## src/rtl/imem_loader.sv

```systemverilog
// Byte-stream loader for the instruction SRAM init port: packs bytes little-endian into words and writes WORD_COUNT words from address 0.
// Optional trailing checksum byte check is enabled by defining IMEM_LOADER_CHECKSUM_EN.
module imem_loader #(
    parameter int unsigned ADDR_W     = 5,
    parameter int unsigned WORD_COUNT = 32
) (
    input  logic              clk,
    input  logic              rst,
    input  logic              start,
    input  logic              byte_valid,
    input  logic [7:0]        byte_data,
    output logic              byte_ready,
    output logic              chip_enable,
    output logic [ADDR_W-1:0] init_addr,
    output logic [31:0]       init_data,
    output logic              busy,
    output logic              done,
    output logic              cksum_err
);

    localparam int unsigned IDX_W = $clog2(WORD_COUNT + 1);
    localparam logic [IDX_W-1:0] LAST_IDX = IDX_W'(WORD_COUNT - 1);

    typedef enum logic [2:0] {
        S_IDLE  = 3'd0,
        S_LOAD  = 3'd1,
        S_FLUSH = 3'd2,
`ifdef IMEM_LOADER_CHECKSUM_EN
        S_CHECK = 3'd4,
`endif
        S_DONE  = 3'd3
    } state_t;

    state_t           state;
    logic [1:0]       byte_cnt;
    logic [IDX_W-1:0] word_idx;
    logic [31:0]      asm_word;
    logic             xfer;
    logic [31:0]      next_word;

    assign xfer      = byte_valid & byte_ready;
    assign next_word = {byte_data, asm_word[31:8]};

`ifdef IMEM_LOADER_CHECKSUM_EN
    logic [7:0] acc;
`else
    assign cksum_err = 1'b0;
`endif

    // Single-process FSM; every output is registered and updated on the transition into its state.
    always_ff @(posedge clk) begin
        if (rst) begin
            state       <= S_IDLE;
            chip_enable <= 1'b1;
            byte_ready  <= 1'b0;
            busy        <= 1'b0;
            done        <= 1'b0;
            init_addr   <= '0;
            init_data   <= '0;
            byte_cnt    <= '0;
            word_idx    <= '0;
            asm_word    <= '0;
`ifdef IMEM_LOADER_CHECKSUM_EN
            acc         <= '0;
            cksum_err   <= 1'b0;
`endif
        end else begin
            case (state)
                S_IDLE: begin
                    chip_enable <= 1'b1;
                    byte_ready  <= 1'b0;
                    busy        <= 1'b0;
                    done        <= 1'b0;
                    init_addr   <= '0;
                    byte_cnt    <= '0;
                    word_idx    <= '0;
`ifdef IMEM_LOADER_CHECKSUM_EN
                    acc         <= '0;
                    cksum_err   <= 1'b0;
`endif
                    if (start) begin
                        state       <= S_LOAD;
                        chip_enable <= 1'b0;
                        byte_ready  <= 1'b1;
                        busy        <= 1'b1;
                        init_data   <= '0;
                    end
                end

                S_LOAD: begin
                    if (xfer) begin
                        asm_word <= next_word;
                        byte_cnt <= byte_cnt + 2'd1;
`ifdef IMEM_LOADER_CHECKSUM_EN
                        acc      <= 8'(acc + byte_data);
`endif
                        // Fourth byte completes a word; SRAM captures it on the next edge.
                        if (byte_cnt == 2'd3) begin
                            init_data <= next_word;
                            init_addr <= ADDR_W'(word_idx);
                            word_idx  <= word_idx + IDX_W'(1);
                            if (word_idx == LAST_IDX) begin
                                state      <= S_FLUSH;
                                byte_ready <= 1'b0;
                            end
                        end
                    end
                end

                S_FLUSH: begin
`ifdef IMEM_LOADER_CHECKSUM_EN
                    state       <= S_CHECK;
                    byte_ready  <= 1'b1;
`else
                    state       <= S_DONE;
                    chip_enable <= 1'b1;
                    busy        <= 1'b0;
                    done        <= 1'b1;
`endif
                end

`ifdef IMEM_LOADER_CHECKSUM_EN
                S_CHECK: begin
                    if (xfer) begin
                        if (8'(acc + byte_data) != 8'd0) begin
                            cksum_err <= 1'b1;
                        end
                        state       <= S_DONE;
                        chip_enable <= 1'b1;
                        byte_ready  <= 1'b0;
                        busy        <= 1'b0;
                        done        <= 1'b1;
                    end
                end
`endif

                S_DONE: begin
                    if (start) begin
                        state       <= S_LOAD;
                        chip_enable <= 1'b0;
                        byte_ready  <= 1'b1;
                        busy        <= 1'b1;
                        done        <= 1'b0;
                        init_addr   <= '0;
                        init_data   <= '0;
                        byte_cnt    <= '0;
                        word_idx    <= '0;
`ifdef IMEM_LOADER_CHECKSUM_EN
                        acc         <= '0;
                        cksum_err   <= 1'b0;
`endif
                    end
                end

                default: state <= S_IDLE;
            endcase
        end
    end

endmodule

```

## config.mk

```make
export PLATFORM = sky130hd
export DESIGN_NAME = imem_loader
export DESIGN_NICKNAME = d
export VERILOG_FILES = /design/src/rtl/imem_loader.sv
export SDC_FILE = /design/constraint.sdc
export NUM_CORES = 1
export LEC_CHECK = 0
export BUFFER_PORTS_ARGS = -buffer_cell sky130_fd_sc_hd__buf_2
export CORE_ASPECT_RATIO = 0.6
export CORE_MARGIN = 2
export CORE_UTILIZATION = 50
export CTS_CLUSTER_DIAMETER = 100
export CTS_CLUSTER_SIZE = 25
export DETAILED_ROUTE_END_ITERATION = 8
export GPL_TIMING_DRIVEN = 0
export PLACE_DENSITY = 0.73
export SYNTH_ARGS = -nofsm -noshare
export SYNTH_HDL_FRONTEND = slang
export SYNTH_SLANG_ARGS = --single-unit
```

## constraint.sdc

```tcl
create_clock -name clk -period 2.4 [get_ports clk]
set_clock_uncertainty 0.05 [all_clocks]
set_input_delay 0.12 -clock clk [delete_from_list [all_inputs] [get_ports clk]]
set_output_delay 0.12 -clock clk [all_outputs]
set_load 0.01 [all_outputs]
```

==> run metrics, run 1 <==
Net Sw Power 1.29 mW; f_max 0.460 GHz; Slew Viols, Final 0; RSZ-0062 raised after global routing false; Max-Cap Viols 0; Crit. End Element register; critical path class reg2reg; hold wc startpoint byte_valid; Hold Path Class in2reg; sw frac 0.371; Int Pwr 2.18 mW; relative slew slack 0.586; layout cells sized above 1 0.200; initial antenna violation count 0; run status complete, no violations; Remaining Overflow, GRT 0; Reg power frac 0.406; vias per cell 5.51; met3 Resource Use GR 0.0827; remaining routing DRC violations 0; Final nets 455; Post-Layout Cell Count 521; core area 5680 sq um; Peak VDD IR 0.432 mV; ranking of synthesized cells by area dfxtp_1 50%, nand2_1 12%, a21oi_1 11%; Clock transition at path regs 0.08 ns; H-tree Lvls 3; IO Count 54; Syn Area/Cell 8.19 sq um; met1 usage 0.354; Top Usage Layer GRT met1; final worst slack 0.227 ns; TNS Setup 0 ns; vias in the first global route 2,524; clk_lat worst skew 0.35 ns; R2R Path Start state[0]$_SDFFE_PP0P_; Post-synth top flop dfxtp_1; Finish-stage setup viols 0; global-route wire length before repair 12,400 um; GR Util met2 0.340; initial core utilization 0.527; ANT cells 0; row count 21; reg-to-reg critical path endpoint init_data[24]$_SDFFE_PP0P_; DR WL/cell 14.6 um; # clock sinks 75; hpwl dp 5440 um; pwr dens 956 nW/um^2; largest net degree at the start of global routing 14; commonest non-fill, non-tap cells in the layout 94 x nand2_1, 75 x dfxtp_1, 65 x a21oi_1, 58 x buf_2, 35 x nand3_1; critical path peak fanout 10; initial drt markers 287; Mapped Nets 384; Setup WS pre-CTS 0.115 ns; FF+latch count, synth 75; Worst Max-Slew Pin Slew 0.621 ns; Fin Hold WS 0.0747 ns; WL final 7610 um; vias 2,872; path depth of the worst reg2reg path 7; post-CTS setup buffer count 0; Yosys top cell by area dfxtp_1; global-route usage over all layers 0.243; Hold Path Depth 3; CTS buffer count 9; Hold Fails Final Rpt 0; Hold EP byte_cnt[1]$_SDFFE_PP0P_; crit share post-route 0.905; post-synth top area share 0.502; Yosys warnings 0; first-pass detailed-route iteration total 5; sequential cell area fraction in the yosys report 0.502; Inst Count DP 497; Async S/R FF share, synth 0; Synth Cell Area 2990 sq um; Clock Path Buffers 2; area grow syn2layout 21.3%; most common cell after layout, fill and taps aside nand2_1; CP Data Arrival Time 2.41 ns; die area 6640 sq um; Comb pwr share 0.322; Root Driver clkbuf_8; library cells used by synthesis 34; Port Buf Inserts 52; Post-synth EDFFs 0; utilization after layout 0.639; Die X 104 um; Pleak 1.41 nW; min Tclk post-route 2.17 ns; Die Y 63.9 um; Routed Antenna Nets 0; CTS tree done; GP Congestion 0.897; critical path launch point type register; slack of the worst reg-to-reg path 0.23 ns; Post-Syn Instances 365; clock share of power 0.273; fill cell count 519; Worst Path Required 2.63 ns
## through the flow
step / cell area (sq um) / power [mW]
after global routing: 3630 / 3.68
after global placement: 3350 / 2.49
after detailed placement: 3350 / 2.51
after CTS: 3620 / 3.46
after floorplan: 2990 / 2.20
final: 3630 / 3.47
## routing by layer
layer / part of all wire / wire length, um
met1: 0.50 / 3830
met2: 0.40 / 3070
met3: 0.085 / 648
met4: 0.0089 / 68
met5: 0 / 0
## logic make-up after synthesis
logic type               share of synthesized area
other                                      0.00125
AND/OR/NAND/NOR                              0.232
adder cells (fa/ha/maj)                     0.0293
buffers and inverters                       0.0502
AO/OA/AOI/OAI                                0.182
flip-flops                                   0.502
multiplexers                               0.00335
## registers in the layout, indices dropped and copies added (netlist names)
name and count:
chip_enable 1, word_idx 6, asm_word 24, byte_ready 1
init_data 32, byte_cnt 2, state 2, busy 1
done 1, init_addr 5
## synthesized netlist by cell type (3+ instances only)
cell,instances
inv_1,6
buf_2,6
a211o_1,3
ha_1,7
nor2_1,16
nand2_1,94
nand3_1,35
o21ai_0,6
buf_6,3
a21oi_1,65
a31o_2,3
a22oi_1,6
dfxtp_1,75
clkbuf_1,15
## power by group through the flow
stage                     sequential, mW  combinational (mW)  clock, mW
after floorplan                     1.45               0.756          0
after global placement              1.43                1.07          0
after detailed placement            1.43                1.08          0
after CTS                           1.41                1.09      0.958
after global routing                1.42                1.23       1.03
final                               1.41                1.12      0.946
## critical path, stage by stage (launching register included)
cell and delay, ns:
dfxtp_1 0.45, inv_1 0.12, ha_1 0.35, nor2b_1 0.34, a211o_1 0.29, clkbuf_2 0.28
nand2_1 0.08, a21oi_1 0.14
## repair_timing
item / in CTS / in global routing
endpoints found under the hold margin: 16 / 0
hold buffers: 8 / 0
resized for setup: 0 / 6
endpoints found under the setup margin: 0 / 30
## worst max path at each step
| stage | end | startpoint |
|---|---|---|
| after detailed placement | init_data[26]$_SDFFE_PP0P_ | state[0]$_SDFFE_PP0P_ |
| after CTS | init_data[24]$_SDFFE_PP0P_ | state[0]$_SDFFE_PP0P_ |
| final | init_data[24]$_SDFFE_PP0P_ | state[0]$_SDFFE_PP0P_ |
| after global placement | init_data[30]$_SDFFE_PP0P_ | state[0]$_SDFFE_PP0P_ |
| after floorplan | init_data[0]$_SDFFE_PP0P_ | state[0]$_SDFFE_PP0P_ |
| after global routing | asm_word[15]$_SDFFE_PP0P_ | state[1]$_SDFFE_PP0P_ |
## cell type report
| class | count | area (sq um) | area share |
|---|---|---|---|
| Timing Repair Buffer | 60 | 340 | 0.0938 |
| Inverter | 6 | 22.5 | 0.00621 |
| Tap cell | 80 | 100 | 0.0276 |
| Multi-Input combinational cell | 259 | 1340 | 0.369 |
| Clock inverter | 6 | 66.3 | 0.0183 |
| Buffer | 25 | 131 | 0.0362 |
| Sequential cell | 75 | 1500 | 0.414 |
| Clock buffer | 10 | 128 | 0.0352 |
Power figures use the tool's default switching activity.
==> inputs of run 2 (changes only) <==
--- a/config.mk
+++ b/config.mk
@@ -6,7 +6,7 @@
 export NUM_CORES = 1
 export LEC_CHECK = 0
 export BUFFER_PORTS_ARGS = -buffer_cell sky130_fd_sc_hd__buf_2
-export CORE_ASPECT_RATIO = 0.6
+export CORE_ASPECT_RATIO = 1.5
 export CORE_MARGIN = 2
 export CORE_UTILIZATION = 50
 export CTS_CLUSTER_DIAMETER = 100
==> run 2 against run 1 <==
  * First-iteration DRC count decreased by 65%
  * Non-clock buffer count unchanged
  * Worst hold slack got worse by 0.0039 ns
  * Critical endpoint unchanged
==> run metrics, run 2 (synthesis gave the netlist of run 1 again) <==
# clock sinks 75 (unchanged); run status complete, no violations; Top reg by flops init_data; first-pass detailed-route iteration total 4 (-1); Int Pwr 2.42 mW (+11%); global-route usage over all layers 0.232 (-0.0107); Setup WS pre-CTS 0.138 ns (+0.0227 ns); vias in the first global route 2,535 (+0.44%); Crit. End Element register; max FFs per register 32 (unchanged); CTS buffer count 9 (unchanged); relative slew slack 0.648 (+0.0620); IO Count 54 (unchanged); CP Data Arrival Time 2.39 ns (-0.02 ns); post-CTS setup buffer count 0 (unchanged); Net Sw Power 1.26 mW (-2.2%); Routed Antenna Nets 0 (unchanged); Fin Hold WS 0.0708 ns (-0.00394 ns); Worst Path Required 2.62 ns (about the same); die area 6630 sq um (-0.12%); vias per cell 5.31 (-3.6%); vias 2,721 (-5.3%); Die Y 98.7 um (+54%); final cell area excluding filler cells 3660 sq um (+1.0%); clock share of power 0.321 (+0.048); Die X 67.1 um (-35%); crit share post-route 0.904 (-0.00106); Remaining Overflow, GRT 0 (unchanged); remaining routing DRC violations 0 (unchanged); clk_lat worst skew 0.35 ns (about the same); Reg power frac 0.381 (-0.025); critical path class reg2reg; initial drt markers 101 (-65%); Inst Count DP 489 (-1.6%); initial core utilization 0.517 (-0.0100); Clock Path Buffers 2 (unchanged); Worst Max-Slew Pin Slew 0.528 ns (-0.0930 ns); Top Registers init_data (32), asm_word (24), word_idx (6); Port Buf Inserts 52 (unchanged); Max-Cap Viols 0 (unchanged); Post-Layout Cell Count 512 (-1.7%); area grow syn2layout 22.6%; Peak VDD IR 0.580 mV (+34%); ANT cells 0 (unchanged); TNS Setup 0 ns (unchanged); Hold Fails Final Rpt 0 (unchanged); GP Congestion 0.827 (-7.8%); Finish-stage setup viols 0 (unchanged); largest net degree at the start of global routing 13 (-1); initial antenna violation count 0 (unchanged); H-tree Lvls 3 (unchanged); Hold Path Class in2reg; hpwl dp 5140 um (-5.5%); Clock transition at path regs 0.08 ns (about the same); DR WL/cell 13.9 um (-4.7%); Comb pwr share 0.298 (-0.024); pwr dens 1000 nW/um^2 (+4.9%); core area 5790 sq um (+1.9%); Slew Viols, Final 0 (unchanged); area of placed instances 3340 sq um (-0.30%); final worst slack 0.229 ns (+0.00255 ns); layout cells sized above 1 0.198 (-0.00182); global-route wire length before repair 11,700 um (-6.1%); row count 34 (+62%); most common cell after layout, fill and taps aside nand2_1; CTS tree done; commonest non-fill, non-tap cells in the layout 94 x nand2_1, 75 x dfxtp_1, 65 x a21oi_1, 58 x buf_2, 35 x nand3_1; RSZ-0062 raised after global routing false; f_max 0.461 GHz (+0.12%); critical path peak fanout 10 (unchanged); Final nets 455 (unchanged); sw frac 0.343 (-0.0283); Pleak 1.43 nW (+1.4%); WL final 7130 um (-6.4%); critical path launch point type register; fill cell count 544 (+4.8%); Root Driver clkbuf_8; min Tclk post-route 2.17 ns (-0.00255 ns)
run 2: changes by cell type in the layout (fill, tap and decap cells not counted), sizes merged:
cell    before  now
clkbuf      25   26
clkinv       5    1
bufinv       1    3
run 2: cell type report:
class | count | area, sq um | share of cell area
Inverter | 6 | 22.5 | 0.00615
Timing Repair Buffer | 60 | 340 | 0.0929
Sequential cell | 75 | 1500 | 0.410
Multi-Input combinational cell | 259 | 1340 | 0.365
Tap cell | 72 | 90.1 | 0.0246
Clock buffer | 11 | 141 | 0.0386
Buffer | 25 | 131 | 0.0358
Clock inverter | 4 | 98.8 | 0.0270
run 2: metrics by stage:
step                 util  power, mW
finish              0.633       3.67
global route        0.633       3.86
CTS                 0.633       3.67
detailed placement  0.577       2.50
global placement    0.577       2.48
floorplan               -       2.20
run 2: layer usage:
metal | routed length [um] | vias to the layer above | part of all wire | GRT usage
li1 | - | 1387 | - | -
met1 | 2880 | 1257 | 0.40 | 0.258
met2 | 3840 | 60 | 0.54 | 0.406
met3 | 235 | 17 | 0.033 | 0.0331
met4 | 182 | 0 | 0.026 | 0.135
met5 | 0 | - | 0 | 0
run 2: worst paths after layout:
| check | cells after the start | start | end | slack, ns |
|---|---|---|---|---|
| setup / recovery | 7 | state[0]$_SDFFE_PP0P_ | init_data[24]$_SDFFE_PP0P_ | 0.23 |
| hold / removal | 3 | byte_valid | byte_cnt[1]$_SDFFE_PP0P_ | 0.07 |
| setup reg to reg | 7 | state[0]$_SDFFE_PP0P_ | init_data[24]$_SDFFE_PP0P_ | 0.23 |
| hold reg to reg | 2 | init_data[4]$_SDFFE_PP0P_ | init_data[4]$_SDFFE_PP0P_ | 0.40 |
run 2: critical path, stage by stage (launching register included):
cell      delay, ns
dfxtp_1        0.45
inv_1          0.11
ha_1           0.36
nor2b_1        0.34
a211o_1        0.30
clkbuf_2       0.27
nand2_1        0.09
a21oi_1        0.14
run 2: power by group through the flow:
stage                     logic [mW]  clock network, mW  registers (mW)
after floorplan                0.756                  0            1.45
after global placement          1.05                  0            1.42
after detailed placement        1.07                  0            1.43
after CTS                       1.08               1.18            1.40
after global routing            1.21               1.24            1.41
final                           1.09               1.18            1.40
run 2: what timing repair did:
action,4_1_cts,5_1_grt
resized for setup,0,6
endpoints found under the hold margin,16,0
hold buffers,8,0
endpoints found under the setup margin,0,23
